## src/rtl/fpnew_divsqrt_iter_core_pkg.sv

```systemverilog
// Shared types and latency helper for the iterative radix-2 divide/sqrt engine.
package fpnew_divsqrt_iter_core_pkg;

  typedef enum logic [1:0] {
    ST_IDLE = 2'd0,
    ST_BUSY = 2'd1,
    ST_DONE = 2'd2
  } divsqrt_iter_state_e;

  typedef enum logic {
    ITER_DIV  = 1'b0,
    ITER_SQRT = 1'b1
  } divsqrt_iter_op_e;

  // Edges from the accepting edge to the edge that raises done_o.
  function automatic int unsigned divsqrt_iter_cycles(input int unsigned width,
                                                      input bit          radix4);
    int unsigned res_w;
    res_w = width + 2;
    return radix4 ? ((res_w + 1) / 2) + 1 : res_w + 1;
  endfunction

endpackage

```

## src/rtl/fpnew_divsqrt_iter_step.sv

```systemverilog
// One combinational radix-2 trial-subtract step, shared by divide and sqrt.
module fpnew_divsqrt_iter_step
  import fpnew_divsqrt_iter_core_pkg::*;
#(
  parameter int unsigned RW = 13
) (
  input  logic [RW-1:0]    i_rem,
  input  logic [RW-1:0]    i_den,
  input  logic [1:0]       i_rad,
  input  divsqrt_iter_op_e i_op,
  output logic [RW-1:0]    o_rem,
  output logic             o_bit
);

  logic [RW-1:0] w_trial;
  logic [RW-1:0] w_sub;
  logic [RW-1:0] w_diff;

  // Sqrt brings in the next radicand pair and tries (root << 2) | 1;
  // divide tries the divisor and doubles the remainder afterwards.
  always_comb begin
    w_trial = i_rem;
    w_sub   = i_den;
    if (i_op == ITER_SQRT) begin
      w_trial = {i_rem[RW-3:0], i_rad};
      w_sub   = {i_den[RW-3:0], 2'b01};
    end
    o_bit  = (w_trial >= w_sub);
    w_diff = o_bit ? (w_trial - w_sub) : w_trial;
    o_rem  = (i_op == ITER_SQRT) ? w_diff : {w_diff[RW-2:0], 1'b0};
  end

endmodule

```

## src/rtl/fpnew_divsqrt_iter_core.sv

```systemverilog
// Iterative mantissa divide/sqrt engine with start/ready/done/kill handshake.
// Optional FPNEW_DIVSQRT_ITER_RADIX4_EN chains two steps per cycle.
module fpnew_divsqrt_iter_core
  import fpnew_divsqrt_iter_core_pkg::*;
#(
  parameter int unsigned WIDTH = 53
) (
  input  logic               clk_i,
  input  logic               rst_ni,
  input  logic               div_start_i,
  input  logic               sqrt_start_i,
  input  logic [WIDTH-1:0]   op_a_i,
  input  logic [WIDTH-1:0]   op_b_i,
  input  logic               kill_i,
  output logic [WIDTH+1:0]   result_o,
  output logic               sticky_o,
  output logic               ready_o,
  output logic               done_o,
  output logic               busy_o
);

  localparam int unsigned RES_W = WIDTH + 2;
  localparam int unsigned RW    = RES_W + 3;
  localparam int unsigned CNT_W = $clog2(RES_W + 1);
`ifdef FPNEW_DIVSQRT_ITER_RADIX4_EN
  localparam bit RADIX4 = 1'b1;
`else
  localparam bit RADIX4 = 1'b0;
`endif
  localparam int unsigned CNT_LOAD = divsqrt_iter_cycles(WIDTH, RADIX4) - 1;

  divsqrt_iter_state_e r_state, w_next;
  divsqrt_iter_op_e    r_op;
  logic [CNT_W-1:0]    r_cnt;
  logic [RW-1:0]       r_rem;
  logic [WIDTH-1:0]    r_den;
  logic [2*RES_W-1:0]  r_rad;
  logic [RES_W-1:0]    r_q;
  logic                r_div0;
  logic [RES_W-1:0]    r_result;
  logic                r_sticky;

  logic                w_accept;
  logic [RW-1:0]       w_den0, w_rem0, w_rem_nx;
  logic                w_bit0;
  logic [RES_W-1:0]    w_q_nx;
  logic [2*RES_W-1:0]  w_rad_nx;

  assign w_accept = (div_start_i | sqrt_start_i) & ready_o & ~kill_i;
  assign w_den0   = (r_op == ITER_DIV) ? {{(RW-WIDTH){1'b0}}, r_den} : {3'b000, r_q};

  fpnew_divsqrt_iter_step #(.RW(RW)) u_step0 (
    .i_rem (r_rem),
    .i_den (w_den0),
    .i_rad (r_rad[2*RES_W-1 -: 2]),
    .i_op  (r_op),
    .o_rem (w_rem0),
    .o_bit (w_bit0)
  );

`ifdef FPNEW_DIVSQRT_ITER_RADIX4_EN
  logic [RW-1:0] w_den1, w_rem1;
  logic          w_bit1;
  logic          w_two;

  // The second step sees the partial root already extended by the first bit.
  assign w_den1 = (r_op == ITER_DIV) ? {{(RW-WIDTH){1'b0}}, r_den}
                                     : {3'b000, r_q[RES_W-2:0], w_bit0};

  fpnew_divsqrt_iter_step #(.RW(RW)) u_step1 (
    .i_rem (w_rem0),
    .i_den (w_den1),
    .i_rad (r_rad[2*RES_W-3 -: 2]),
    .i_op  (r_op),
    .o_rem (w_rem1),
    .o_bit (w_bit1)
  );

  // Odd result widths leave a single step for the last cycle.
  assign w_two    = (r_cnt != CNT_W'(1)) || ((RES_W % 2) == 0);
  assign w_rem_nx = w_two ? w_rem1 : w_rem0;
  assign w_q_nx   = w_two ? {r_q[RES_W-3:0], w_bit0, w_bit1} : {r_q[RES_W-2:0], w_bit0};
  assign w_rad_nx = w_two ? (r_rad << 4) : (r_rad << 2);
`else
  assign w_rem_nx = w_rem0;
  assign w_q_nx   = {r_q[RES_W-2:0], w_bit0};
  assign w_rad_nx = r_rad << 2;
`endif

  always_ff @(posedge clk_i or negedge rst_ni) begin
    if (!rst_ni) r_state <= ST_IDLE;
    else         r_state <= w_next;
  end

  always_comb begin
    w_next = r_state;
    if (kill_i) begin
      w_next = ST_IDLE;
    end else begin
      case (r_state)
        ST_IDLE: if (w_accept) w_next = ST_BUSY;
        ST_BUSY: if (r_cnt == '0) w_next = ST_DONE;
        ST_DONE: w_next = w_accept ? ST_BUSY : ST_IDLE;
        default: w_next = ST_IDLE;
      endcase
    end
  end

  always_comb begin
    ready_o = (r_state == ST_IDLE) || (r_state == ST_DONE);
    busy_o  = (r_state == ST_BUSY) || (r_state == ST_DONE);
    done_o  = (r_state == ST_DONE);
  end

  always_ff @(posedge clk_i or negedge rst_ni) begin
    if (!rst_ni) begin
      r_op     <= ITER_DIV;
      r_cnt    <= '0;
      r_rem    <= '0;
      r_den    <= '0;
      r_rad    <= '0;
      r_q      <= '0;
      r_div0   <= 1'b0;
      r_result <= '0;
      r_sticky <= 1'b0;
    end else if (w_accept) begin
      r_op   <= div_start_i ? ITER_DIV : ITER_SQRT;
      r_rem  <= div_start_i ? {{(RW-WIDTH){1'b0}}, op_a_i} : '0;
      r_den  <= op_b_i;
      r_rad  <= {op_a_i, {(WIDTH+4){1'b0}}};
      r_q    <= '0;
      r_div0 <= div_start_i & (op_b_i == '0);
      r_cnt  <= CNT_W'(CNT_LOAD);
    end else if (kill_i) begin
      r_cnt <= '0;
    end else if (r_state == ST_BUSY) begin
      if (r_cnt != '0) begin
        r_rem <= w_rem_nx;
        r_q   <= w_q_nx;
        r_rad <= w_rad_nx;
        r_cnt <= r_cnt - CNT_W'(1);
      end else begin
        r_result <= r_div0 ? '1 : r_q;
        r_sticky <= r_div0 | (r_rem != '0);
      end
    end
  end

  assign result_o = r_result;
  assign sticky_o = r_sticky;

endmodule
```

## config.mk

```make
export PLATFORM = sky130hd
export DESIGN_NAME = fpnew_divsqrt_iter_core
export DESIGN_NICKNAME = d
export VERILOG_FILES = /design/src/rtl/fpnew_divsqrt_iter_core_pkg.sv /design/src/rtl/fpnew_divsqrt_iter_step.sv /design/src/rtl/fpnew_divsqrt_iter_core.sv
export SDC_FILE = /design/constraint.sdc
export NUM_CORES = 1
export LEC_CHECK = 0
export CAP_MARGIN = 10
export CORE_MARGIN = 2
export CORE_UTILIZATION = 45
export DETAILED_ROUTE_END_ITERATION = 10
export DONT_BUFFER_PORTS = 1
export GPL_ROUTABILITY_DRIVEN = 1
export SETUP_SLACK_MARGIN = 0.2
export SYNTH_ARGS = -nofsm -noshare
export SYNTH_HDL_FRONTEND = slang
export SYNTH_SLANG_ARGS = --single-unit
```

## constraint.sdc

```tcl
create_clock -name clk_i -period 7.2 [get_ports clk_i]
set_input_delay 0.36 -clock clk_i [delete_from_list [all_inputs] [get_ports clk_i]]
set_output_delay 0.36 -clock clk_i [all_outputs]
set_load 0.03 [all_outputs]
```

Yosys cells after proc, flatten, opt, wreduce, memory -nomap -nowiden --
Index checks and enable logic that the tools add are counted.
Operators by class: add/sub/neg operators 2, multiply operators 0, divide/modulo/power cells 0, magnitude comparators 1, equality and inequality tests 5, shifts and indexed selects 0, muxes and demuxes 29, bitwise operators 8, reduce and logical (&&, ||, !) cells 15
Operator list (count):
- $mux 110 | 4
- $mux 58 | 7
- $mux 55 | 6
- $ge 58x57->1 | 1
- $reduce_bool 58->1 | 1
- $sub 58x57->58 | 1
- $mux 57 | 1
- $logic_not 53->1 | 1
- $mux 53 | 1
- $mux 6 | 4
- $logic_not 6->1 | 1
- $mux 2 | 3
- $ne 3x3->1 const B | 2
- $pmux 2 s3 | 1
- $reduce_bool 3->1 | 2
- $reduce_bool 6->1 | 1
- $sub 6x1->6 const B | 1
- $reduce_and 2->1 | 2
- $reduce_and 4->1 | 1
- $reduce_bool 2->1 | 2
- $and 1x1->1 | 3
- $not 1->1 | 3
- $reduce_and 3->1 | 1
- $eq 2x1->1 const B | 1
- 6 further kinds | 9
Storage, ports and cells: bits in registers 342, bits in latches 0, bits in writable memories 0, memory bits (read-only) 0, bits of input ports 111, output and inout port bits 59, memories 0

Depth between registers and ports, before layout --
Gate-level depths: netlist of run 1.
depth after elaboration 9, depth in mapped cells 25, gate-level depth less buffers 15

Hierarchy --
A second synthesis of run 1 with hierarchy kept.
Second synthesis, totals: cell total of the unflattened synthesis 2423, area, all modules 19769.0 um2
Modules (own cells, without submodules):
- fpnew_divsqrt_iter_core | instances 1, cells an instance 1550, area each 13251.5 um2, sequential area each 7131.8 um2
- fpnew_divsqrt_iter_step | instances 1, cells an instance 873, area each 6517.5 um2, sequential area each 0.0 um2

Worst setup path after synthesis of run 1 --
No wires, ideal clock.
path type register to register, start point register r_op, end point register r_rem[54], library setup time 0.122 ns, arrival time 5.295 ns, data required time 7.078 ns, setup slack 1.784 ns, cell stages (with the launch flop) 24, buffers on the path 8, path through dfrtp_1 -> buf_6 -> buf_6 -> buf_4 -> buf_4 -> clkbuf_1 -> clkbuf_1 -> buf_2 -> clkbuf_1 -> or2_2 -> ha_1 -> inv_1 -> fa_1 -> a21oi_1 -> o211ai_1 -> a21oi_1 -> o21bai_1 -> a2111oi_0 -> or3_1 -> o21ai_1 -> a31o_2 -> mux2_4 -> a21o_1 -> a32o_1
On the way: cells in the longest elaborated chain, start to end 9, elaborated cells between the ends (all ways) 11, those cells by class add/sub: 1; order compare: 1; mux: 9
RTL lines:
- start: declaration | RTL line fpnew_divsqrt_iter_core.sv:33 | divsqrt_iter_op_e r_op;
- start signal: assignment | RTL line fpnew_divsqrt_iter_core.sv:127 | r_op <= div_start_i ? ITER_DIV : ITER_SQRT;
- $mux 55 | RTL line fpnew_divsqrt_iter_core.sv:50 | assign w_den0 = (r_op == ITER_DIV) ? {{(RW-WIDTH){1'b0}}, r_den} : {3'b000, r_q};
- $mux 57 | RTL line fpnew_divsqrt_iter_step.sv:24 | if (i_op == ITER_SQRT) begin
- $sub 58x57->58 / $ge 58x57->1 (equally long branches) | RTL line fpnew_divsqrt_iter_step.sv:29, fpnew_divsqrt_iter_step.sv:28
- $mux 58 | RTL line fpnew_divsqrt_iter_step.sv:29 | w_diff = o_bit ? (w_trial - w_sub) : w_trial;
- $mux 58 * | RTL line fpnew_divsqrt_iter_step.sv:30 | o_rem = (i_op == ITER_SQRT) ? w_diff : {w_diff[RW-2:0], 1'b0};
- $mux 58 * | RTL line fpnew_divsqrt_iter_core.sv:137 | if (r_cnt != '0) begin
- $mux 58 * | RTL line fpnew_divsqrt_iter_core.sv:136 | end else if (r_state == ST_BUSY) begin
- $mux 58 * | RTL line fpnew_divsqrt_iter_core.sv:134 | end else if (kill_i) begin
- $mux 58 * | RTL line fpnew_divsqrt_iter_core.sv:126 | end else if (w_accept) begin
- end signal: assignment | RTL line fpnew_divsqrt_iter_core.sv:128 | r_rem <= div_start_i ? {{(RW-WIDTH){1'b0}}, op_a_i} : '0;
- end signal: assignment | RTL line fpnew_divsqrt_iter_core.sv:138 | r_rem <= w_rem_nx;
- end: declaration | RTL line fpnew_divsqrt_iter_core.sv:35 | logic [RW-1:0] r_rem;
Every way passes the cells marked *; elsewhere a longest branch is shown, timed or not. The select of a mux whose other input is x is not followed. A chain may end at the register's enable or synchronous reset.

Final worst setup path of run 1 --
Ends and elaborated chain as after synthesis.

==> results of run 1 <==
through the flow:
step	util (%)	hold slack, ns	area (um^2)
global placement	46.2	0.0692	18900
finish	51.7	0.0187	21100
floorplan	-	0.0644	18700
detailed placement	46.2	0.0696	18900
global route	51.7	0.0288	21100
CTS	51.6	0.00202	21100
worst max-delay path: stages (launching register included):
cell and delay [ns]:
sky130_fd_sc_hd__dfrtp_4 1.07, sky130_fd_sc_hd__inv_4 0.52, sky130_fd_sc_hd__nand2_1 0.23, sky130_fd_sc_hd__nand2_1 0.14
sky130_fd_sc_hd__ha_1 0.44, sky130_fd_sc_hd__nand2_1 0.19, sky130_fd_sc_hd__or3_1 0.42, sky130_fd_sc_hd__nor4_1 0.53
sky130_fd_sc_hd__and4_1 0.35, sky130_fd_sc_hd__a2111oi_4 0.07, sky130_fd_sc_hd__nand2_2 0.60, sky130_fd_sc_hd__buf_4 0.37
sky130_fd_sc_hd__nand3_1 0.10, sky130_fd_sc_hd__mux2_4 0.28, sky130_fd_sc_hd__a21o_1 0.16, sky130_fd_sc_hd__a32o_1 0.24
worst max path at each step:
stage / endpoint / depth (start not counted)
after floorplan: r_rem[54] / 23
after global placement: r_rem[54] / 15
after detailed placement: r_rem[54] / 15
after CTS: r_rem[54] / 15
after global routing: r_rem[7] / 15
final: r_rem[54] / 15
cells by family (layout without fill, tap and decap cells):
family / after synthesis / after routing
multiplexers: 133 / 133
buffers and inverters: 192 / 226
XOR/XNOR: 84 / 84
AO/OA/AOI/OAI: 571 / 571
AND/OR/NAND/NOR: 900 / 900
flip-flops: 285 / 285
adder cells (fa/ha/maj): 59 / 59
state kept, by name, indices dropped and copies added, names as in the netlist:
name	flops
r_cnt	6
r_state	2
result_o	55
r_rem	58
r_op	1
r_div0	1
r_q	55
sticky_o	1
r_den	53
r_rad	53
metal layers:
| layer | up-vias | share of wire [%] | global-route usage [%] |
|---|---|---|---|
| met5 | - | 0 | 0 |
| met2 | 675 | 41 | 40.6 |
| met3 | 72 | 7.7 | 3.64 |
| met4 | 0 | 1.9 | 6.16 |
| met1 | 8296 | 50 | 47.6 |
| li1 | 7912 | - | - |
layout by cell type, fill, tap and decap left out, types with 34 or more instances in the layout:
master	Yosys	routed
sky130_fd_sc_hd__o21ai_0	72	71
sky130_fd_sc_hd__a21oi_1	173	172
sky130_fd_sc_hd__inv_1	37	37
sky130_fd_sc_hd__nand3_1	34	34
sky130_fd_sc_hd__nor2_1	288	286
sky130_fd_sc_hd__ha_1	57	57
sky130_fd_sc_hd__xor2_1	45	45
sky130_fd_sc_hd__xnor2_1	39	39
sky130_fd_sc_hd__mux2i_1	76	76
sky130_fd_sc_hd__mux2_2	45	45
sky130_fd_sc_hd__a31oi_1	81	81
sky130_fd_sc_hd__nand2_1	406	406
sky130_fd_sc_hd__dlygate4sd3_1	0	109
sky130_fd_sc_hd__dfrtp_1	285	283
sky130_fd_sc_hd__a22o_1	51	51
final cells by class:
cell class | instances | area share [%]
Multi-Input combinational cell | 1747 | 51.1
Sequential cell | 285 | 33.8
Timing Repair Buffer | 131 | 6.13
Clock buffer | 47 | 4.28
Tap cell | 532 | 3.15
Clock inverter | 10 | 0.858
Inverter | 38 | 0.687
==> results.md, run 1 <==
• run status: complete, no violations
• worst-margin pin slew: 1.15 ns
• Synth Cell Area: 0.0187 mm^2
• ranking of synthesized cells by instance count: sky130_fd_sc_hd__nand2_1, sky130_fd_sc_hd__nor2_1, sky130_fd_sc_hd__dfrtp_1, sky130_fd_sc_hd__a21oi_1, sky130_fd_sc_hd__clkbuf_1
• Tmin final: 5.87 ns
• dominant combinational cell family by area after synthesis: simple AND/OR/NAND/NOR gates
• vias in the first global route: 16300
• setup_tns: 0 ns
• initial antenna violation count: 1
• remaining antenna violation count: 0
• complex-gate fraction of the synthesized area: 20.6%
• post-DR vias/cell: 6.08
• total of cells resized after clock tree synthesis: 0
• Register-to-Register Setup Slack: 1.33 ns
• Setup Skew: 0.0196 ns
• Setup Fix Bufs, Post-CTS: 0
• predominant post-synthesis flop cell: sky130_fd_sc_hd__dfrtp_1
• crit path launch: r_op
• fin crit share: 81.5%
• I/O pin total: 170
• wire per inst: 23.0 um
• width of the chip: 208 um
• crit end category: register
• Iteration-0 DRC Markers: 1966
• reg2reg path depth: 15
• cell at the root of the clock tree: sky130_fd_sc_hd__clkbuf_16
• XOR/XNOR share of the synthesized area: 3.93%
• global placer's final weighted congestion: 0.941
• endpoint required time on the critical path: 7.67 ns
• achievable clock frequency: 171 MHz
• number of hold violations in the final report: 0
• most used standard cell by instance count after synthesis: sky130_fd_sc_hd__nand2_1
• simple-gate share of the synthesized area: 20.9%
• area of combinational cells with multiple inputs: 0.0108 mm^2
• Worst Hold Path Cells: 2
• clk_lat worst skew: 0.58 ns
• Post-DP HPWL: 46.1 mm
• proportion of synthesized flip-flops having asynchronous set or reset: 100%
• nets in the synthesized netlist: 2393
• number of non-filler instances in the completed layout: 2790
• setup repair after global routing missed its margin: no
• length of the first detailed-routing pass in iterations: 5
• placed cell count: 2622
• area taken by flip-flops and latches: 0.00714 mm^2
• pin count of the biggest net entering global routing: 286
• sum of overflow across all layers after global routing: 0
• die footprint: 0.0432 mm^2
• core area: 0.0409 mm^2
• number of cell rows: 74
• final worst slack: 1.33 ns
• net count reported at finish: 2403
• # port buffers: 0
• fraction of synthesized area in multiplexers: 8.12%
• share of the synthesized area in the top cell type: 38.1%
• Distinct cells, synth: 94
• start point of the worst min-delay path: div_start_i
• Post-Place Worst Slack: 1.40 ns
• total clock sinks: 285
• count of max-cap constraint violations: 0
• ratio of cells with drive above 1 in the final layout: 7.71%
• CTS tree: done
• Relative slew margins: 23.4%
• Area contributors post-synth: sky130_fd_sc_hd__dfrtp_1, sky130_fd_sc_hd__nand2_1, sky130_fd_sc_hd__nor2_1, sky130_fd_sc_hd__a21oi_1, sky130_fd_sc_hd__mux2i_1
• number of buffers created by CTS: 31
• worst min path class: primary input to register
• clk buf depth: 3
• Endpoint, Worst Hold: r_rem[13]
• origin of the critical flop-to-flop path: r_op
• Vias: 17000
• critical path data arrival time: 6.34 ns
• starting utilization of the core area: 45.7%
• Synth Warn #: 0
• final count of negative-setup-slack endpoints: 0
• clock slew seen by the registers of the worst setup and hold paths: 0.06 ns
• type of element launching the critical path: register
• synthesized area per cell: 8.42 um^2
• sequential cell area fraction in the yosys report: 38.1%
• final WL: 64.2 mm
• largest driver fanout on the critical path: 71
• synthesized-area fraction occupied by adder cells: 3.97%
• Max Transition Viols Final: 0
• category of the critical setup timing path: register to register
• RR Endpoint: r_rem[54]
• number of buffers inserted for hold repair after clock tree synthesis: 109
• first-pass GRT wire length: 99.7 mm
• Fill cells: 3917
• vertical extent of the die: 208 um
• total DRC errors in the routed layout: 0
• number of flops mapped to enable cells by yosys: 0
• H-tree depth: 1
• count of inserted antenna diode cells: 0
• cell type with the largest total area after synthesis: sky130_fd_sc_hd__dfrtp_1
• synth-to-layout area growth: 13.0%
• synthesized flop and latch total: 285
• aggregate global-route resource usage: 29.2%
• cell count after synthesis: 2224
Power of run 1 is left out: the tool's default activity adds up to more than one toggle a clock period on the data nets, which glitch-free logic cannot reach.
==> run 2, diff against run 1 <==
==> constraint.sdc (replaced) <==
create_clock -name clk_i -period 6.05 [get_ports clk_i]
set_input_delay 0.3025 -clock clk_i [delete_from_list [all_inputs] [get_ports clk_i]]
set_output_delay 0.3025 -clock clk_i [all_outputs]
set_load 0.03 [all_outputs]
==> results.md, run 2 (synthesis gave the netlist of run 1 again) <==
• run status: finished, violations left
• CTS tree: done
• fin crit share: 86.6%, +5.2 points
• vertical extent of the die: 208 um, unchanged
• CP max stage delay: 0.63 ns, -0.44 ns
• crit end category: register
• cell breakdown of the critical path: buf_4, mux2_2, ha_1, nand2_1, o21ai_0, a21oi_1, a21oi_1, or4_4, a2111oi_4, and2_1, buf_4, nor2_1, a211o_1, a32oi_1, a21oi_1
• I/O pin total: 170, unchanged
• post-DR vias/cell: 6.16, +1.3%
• Vias: 17200, +1.5%
• leading cell types in the layout, fill and taps excluded: sky130_fd_sc_hd__nand2_1, sky130_fd_sc_hd__nor2_1, sky130_fd_sc_hd__dfrtp_1, sky130_fd_sc_hd__a21oi_1, sky130_fd_sc_hd__dlygate4sd3_1
• count of max-cap constraint violations: 0, unchanged
• final WL: 65.2 mm, +1.6%
• CP most frequent cell: sky130_fd_sc_hd__a21oi_1
• die footprint: 0.0432 mm^2, unchanged
• total of cells resized after clock tree synthesis: 0, unchanged
• clock slew seen by the registers of the worst setup and hold paths: 0.06 ns, about the same
• Max Transition Viols Final: 0, unchanged
• H-tree depth: 2, +1
• Largest register FFs: 58, unchanged
• setup_tns: 0 ns, unchanged
• initial antenna violation count: 0, -1
• Post-Place Worst Slack: 0.941 ns, -0.461 ns
• length of the first detailed-routing pass in iterations: 6, +1
• slowest stage cell on the critical path: sky130_fd_sc_hd__and2_1
• aggregate global-route resource usage: 29.7%, +0.57 points
• ratio of cells with drive above 1 in the final layout: 8.01%, +0.30 points
• cell at the root of the clock tree: sky130_fd_sc_hd__clkbuf_16
• register ranked first by flip-flop count: r_rem
• number of buffers created by CTS: 34, +9.7%
• vias in the first global route: 16300, +0.25%
• endpoint required time on the critical path: 6.42 ns, -1.25 ns
• worst min path class: primary input to asynchronous set/reset pin
• Tmin final: 5.24 ns, -0.624 ns
• synth-to-layout area growth: 12.8%
• total clock sinks: 285, unchanged
• number of buffers inserted for hold repair after clock tree synthesis: 108, -0.92%
• largest driver fanout on the critical path: 27, -62%
• net count reported at finish: 2409, +0.25%
• width of the chip: 208 um, unchanged
• setup repair after global routing missed its margin: no
• number of hold violations in the final report: 285, +285
• failing checks: hold timing
• category of the critical setup timing path: register to register
• type of element launching the critical path: register
• global placer's final weighted congestion: 1.01, +7.9%
• # port buffers: 0, unchanged
• Setup Fix Bufs, Post-CTS: 0, unchanged
• post-place instance area: 0.0190 mm^2, +0.44%
• remaining antenna violation count: 0, unchanged
• final count of negative-setup-slack endpoints: 0, unchanged
• most frequent standard cell in the layout excluding fill and tap cells: sky130_fd_sc_hd__nand2_1
• achievable clock frequency: 191 MHz, +12%
• Worst Hold Slack: -0.540 ns, -0.559 ns
• worst-margin pin slew: 0.983 ns, -0.166 ns
• pin count of the biggest net entering global routing: 286, unchanged
• Setup Skew: 0.0180 ns, -0.00154 ns
• wire per inst: 23.3 um, +1.5%
• starting utilization of the core area: 45.7%, unchanged
• core area: 0.0409 mm^2, unchanged
• Iteration-0 DRC Markers: 1962, -0.20%
• Post-DP HPWL: 47.2 mm, +2.6%
• Relative slew margins: 34.2%, +11 points
• sum of overflow across all layers after global routing: 0, unchanged
• total DRC errors in the routed layout: 0, unchanged
• clk_lat worst skew: 0.54 ns, -0.04 ns
• first-pass GRT wire length: 101 mm, +0.88%
• critical path data arrival time: 5.61 ns, -0.73 ns
• post-route cell area: 0.0211 mm^2, -0.15%
• clk buf depth: 3, unchanged
• number of cell rows: 74, unchanged
• final worst slack: 0.809 ns, -0.526 ns
## run 2: layout make-up
class                   count  area [um^2]
fillers                  3933        19800
well taps                 532          666
inverters                  38          145
repair buffers            134         1310
clock buffers              44          950
diodes                      2         5.00
flip-flops and latches    285         7140
multi-input cells        1747        10800
clock inverters            12         82.6
## run 2: metrics by stage
| stage | utilization [%] | hold slack, ns | instances |
|---|---|---|---|
| final | 51.6 | -0.540 | 2794 |
| after global routing | 51.6 | -0.557 | 2792 |
| after CTS | 51.6 | -0.562 | 2792 |
| after detailed placement | 46.4 | 0.0114 | 2628 |
| after global placement | 46.4 | 0.0121 | 2628 |
| after floorplan | - | 0.00691 | 2224 |
## run 2: critical path: cells and delay by family (launching register included)
family / cells / cell delay, ns
AOI/OAI and AO/OA: 7 / 1.50
and+or+nand+nor: 4 / 1.39
buffers and inverters: 2 / 0.73
DFF: 1 / 0.60
muxes: 1 / 0.43
adders and majority gates: 1 / 0.39
## run 2: worst paths after layout
kind | to | cells past startpoint | start | slack, ns
worst max-delay path | r_rem[18] | 15 | r_op | 0.81
worst min-delay path | result_o[5] | 0 | rst_ni | -0.54
worst max register to register | r_rem[18] | 15 | r_op | 0.81
worst min register to register | r_den[44] | 2 | r_den[44] | 0.47
max in group asynchronous | r_rad[108] | 0 | rst_ni | 6.11
min in group clk_i | r_rem[20] | 2 | op_a_i[20] | 0.02
## run 2: per-layer routing
layer  vias up  part of all wire, %  track usage, %
met5         -                    0               0
li1       7948                    -               -
met4         0                  1.7            6.85
met3        69                  8.5            5.42
met1      8475                   49            47.5
met2       715                   41            41.1
Power of run 2 is left out for the same reason.
==> run 3, diff against run 2 <==
--- a/config.mk
+++ b/config.mk
@@ -5,6 +5,8 @@
 export SDC_FILE = /design/constraint.sdc
 export NUM_CORES = 1
 export LEC_CHECK = 0
+export ABC_AREA = 1
+export ABC_CLOCK_PERIOD_IN_PS = 6050
 export CAP_MARGIN = 10
 export CORE_MARGIN = 2
 export CORE_UTILIZATION = 45
==> results.md, run 3 <==
• length of the first detailed-routing pass in iterations: 6, unchanged
• total DRC errors in the routed layout: 0, unchanged
• worst path bufs/invs: 5, +3
• I/O pin total: 170, unchanged
• number of buffers inserted for hold repair after clock tree synthesis: 97, -10%
• achievable clock frequency: 218 MHz, +15%
• CP max stage delay: 0.51 ns, -0.12 ns
• register ranked first by flip-flop count: r_rem
• Register-to-Register Setup Slack: 1.47 ns, +0.66 ns
• met3 GRT Util: 5.61%, +0.19 points
• synthesized area per cell: 6.50 um^2, -23%
• Setup Fix Bufs, Post-CTS: 0, unchanged
• Relative slew margins: 22.1%, -12 points
• cell type with the largest total area after synthesis: sky130_fd_sc_hd__dfrtp_1
• family of cells with the greatest summed delay on the critical path: simple AND/OR/NAND/NOR gates
• ranking of synthesized cells by instance count: sky130_fd_sc_hd__nand2_1, sky130_fd_sc_hd__inv_1, sky130_fd_sc_hd__o21ai_0, sky130_fd_sc_hd__dfrtp_1, sky130_fd_sc_hd__nand3_1
• post-DR vias/cell: 5.54, -10%
• Max Transition Viols Final: 0, unchanged
• final WL: 73.2 mm, +12%
• Worst Hold Slack: -0.567 ns, -0.0268 ns
• setup repair after global routing missed its margin: no
• die footprint: 0.0461 mm^2, +6.7%
• number of non-filler instances in the completed layout: 3705, +33%
• width of the chip: 215 um, +3.3%
• count of inserted antenna diode cells: 0, -2
• routing layer with the top usage in global route: met1
• failing checks: hold timing
• core area: 0.0440 mm^2, +7.6%
• Largest register FFs: 58, unchanged
• critical path data arrival time: 5.02 ns, -0.59 ns
• wire per inst: 19.8 um, -15%
• crit end category: register
• remaining antenna violation count: 0, unchanged
• ratio of cells with drive above 1 in the final layout: 3.98%, -4.0 points
• synth-to-layout area growth: 12.5%
• number of flops mapped to enable cells by yosys: 0, unchanged
• number of hold violations in the final report: 285, unchanged
• first-pass GRT wire length: 113 mm, +12%
• proportion of synthesized flip-flops having asynchronous set or reset: 100%, unchanged
• Synth Cell Area: 0.0200 mm^2, +6.8%
• leading cell types in the layout, fill and taps excluded: sky130_fd_sc_hd__nand2_1, sky130_fd_sc_hd__inv_1, sky130_fd_sc_hd__o21ai_0, sky130_fd_sc_hd__dfrtp_1, sky130_fd_sc_hd__nand3_1
• slowest stage cell on the critical path: sky130_fd_sc_hd__inv_2
• endpoint required time on the critical path: 6.49 ns, +0.07 ns
• pin count of the biggest net entering global routing: 286, unchanged
• H-tree depth: 2, unchanged
• worst min path class: primary input to asynchronous set/reset pin
• fin crit share: 75.7%, -11 points
• sequential cell area fraction in the yosys report: 35.7%, -2.4 points
• vias in the first global route: 19500, +19%
• most frequent standard cell in the layout excluding fill and tap cells: sky130_fd_sc_hd__nand2_1
• number of buffers created by CTS: 35, +2.9%
• cell count after synthesis: 3075, +38%
• largest driver fanout on the critical path: 28, +3.7%
• clk_lat worst skew: 0.57 ns, +0.03 ns
• worst-margin pin slew: 1.15 ns, +0.169 ns
• cell at the root of the clock tree: sky130_fd_sc_hd__clkbuf_16
• Distinct cells, synth: 44, -53%
• vertical extent of the die: 215 um, +3.3%
• global placer's final weighted congestion: 0.979, -3.6%
• global routing usage on met1: 47.3%, -0.11 points
• category of the critical setup timing path: register to register
• CTS tree: done
• met2 usage: 45.8%, +4.8 points
• sum of overflow across all layers after global routing: 0, unchanged
• starting utilization of the core area: 45.4%, -0.33 points
• Iteration-0 DRC Markers: 2049, +4.4%
• count of max-cap constraint violations: 0, unchanged
• Vias: 20500, +19%
• final count of negative-setup-slack endpoints: 0, unchanged
• Tmin final: 4.58 ns, -0.664 ns
• setup_tns: 0 ns, unchanged
• cell breakdown of the critical path: inv_2, buf_4, or2_2, o21ai_0, inv_1, ha_1, nand2_1, o21ai_0, nand3b_1, nand3_1, nand3_2, nand2_2, nand3_2, inv_2, nand2_1, nand3_1, nand3_1, nand2_1, inv_1
• Setup Skew: 0.0276 ns, +0.00955 ns
• total clock sinks: 285, unchanged
• initial antenna violation count: 0, unchanged
• nets in the synthesized netlist: 3244, +36%
• Synth Warn #: 0, unchanged
• synthesized flop and latch total: 285, unchanged
• Area contributors post-synth: sky130_fd_sc_hd__dfrtp_1, sky130_fd_sc_hd__nand2_1, sky130_fd_sc_hd__o21ai_0, sky130_fd_sc_hd__inv_1, sky130_fd_sc_hd__nand3_1
• net count reported at finish: 3258, +35%
• clk buf depth: 3, unchanged
• aggregate global-route resource usage: 31.4%, +1.7 points
• type of element launching the critical path: register
• run status: finished, violations left
• Post-DP HPWL: 54.9 mm, +16%
• number of cell rows: 77, +4.1%
• share of the synthesized area in the top cell type: 35.7%, -2.4 points
• most used standard cell by instance count after synthesis: sky130_fd_sc_hd__nand2_1
• predominant post-synthesis flop cell: sky130_fd_sc_hd__dfrtp_1
• placed cell count: 3547, +35%
• # port buffers: 0, unchanged
• clock slew seen by the registers of the worst setup and hold paths: 0.07 ns, about the same
==> run 3: metrics by stage <==
step	area [um^2]	worst slack, ns	util (%)
floorplan	20000	2.06	-
global placement	20300	1.51	46.2
detailed placement	20300	1.48	46.2
CTS	22500	1.44	51.1
global route	22500	1.08	51.1
finish	22500	1.47	51.1
==> run 3: area by class of cell <==
class,count,area (um^2)
fillers,4509,21500
multi-input cells,2132,10300
flip-flops and latches,285,7140
inverters,514,1930
repair buffers,121,1160
clock buffers,49,1000
well taps,592,741
clock inverters,12,180
==> run 3: cell families after synthesis <==
logic type | count (synthesis) | share of synthesized area (%)
xor gates and xnor gates | 29 | 1.27
DFF | 285 | 35.7
buffers and inverters | 658 | 12.7
muxes | 1 | 0.0501
AOI/OAI and AO/OA | 597 | 16.0
adders and majority gates | 58 | 3.67
and+or+nand+nor | 1447 | 30.6
==> run 3: worst paths after layout <==
kind,from,end,depth (start not counted)
setup / recovery,r_op,r_rem[43],19
hold / removal,rst_ni,result_o[15],0
setup reg to reg,r_op,r_rem[43],19
max in group asynchronous,rst_ni,r_rem[49],0
min in group clk_i,op_a_i[32],r_rad[89],4
hold reg to reg,r_den[29],r_den[29],2
==> run 3: routing by layer <==
| layer | vias up | share of wire (%) |
|---|---|---|
| li1 | 9963 | - |
| met1 | 9647 | 48 |
| met2 | 823 | 42 |
| met3 | 94 | 8.2 |
| met4 | 0 | 2.6 |
| met5 | - | 0 |
==> run 3: timing repair <==
item                                    CTS  global route
endpoints found under the hold margin   390           285
resized for setup                         0             0
endpoints found under the setup margin    0             0
Power of run 3 is left out for the same reason.
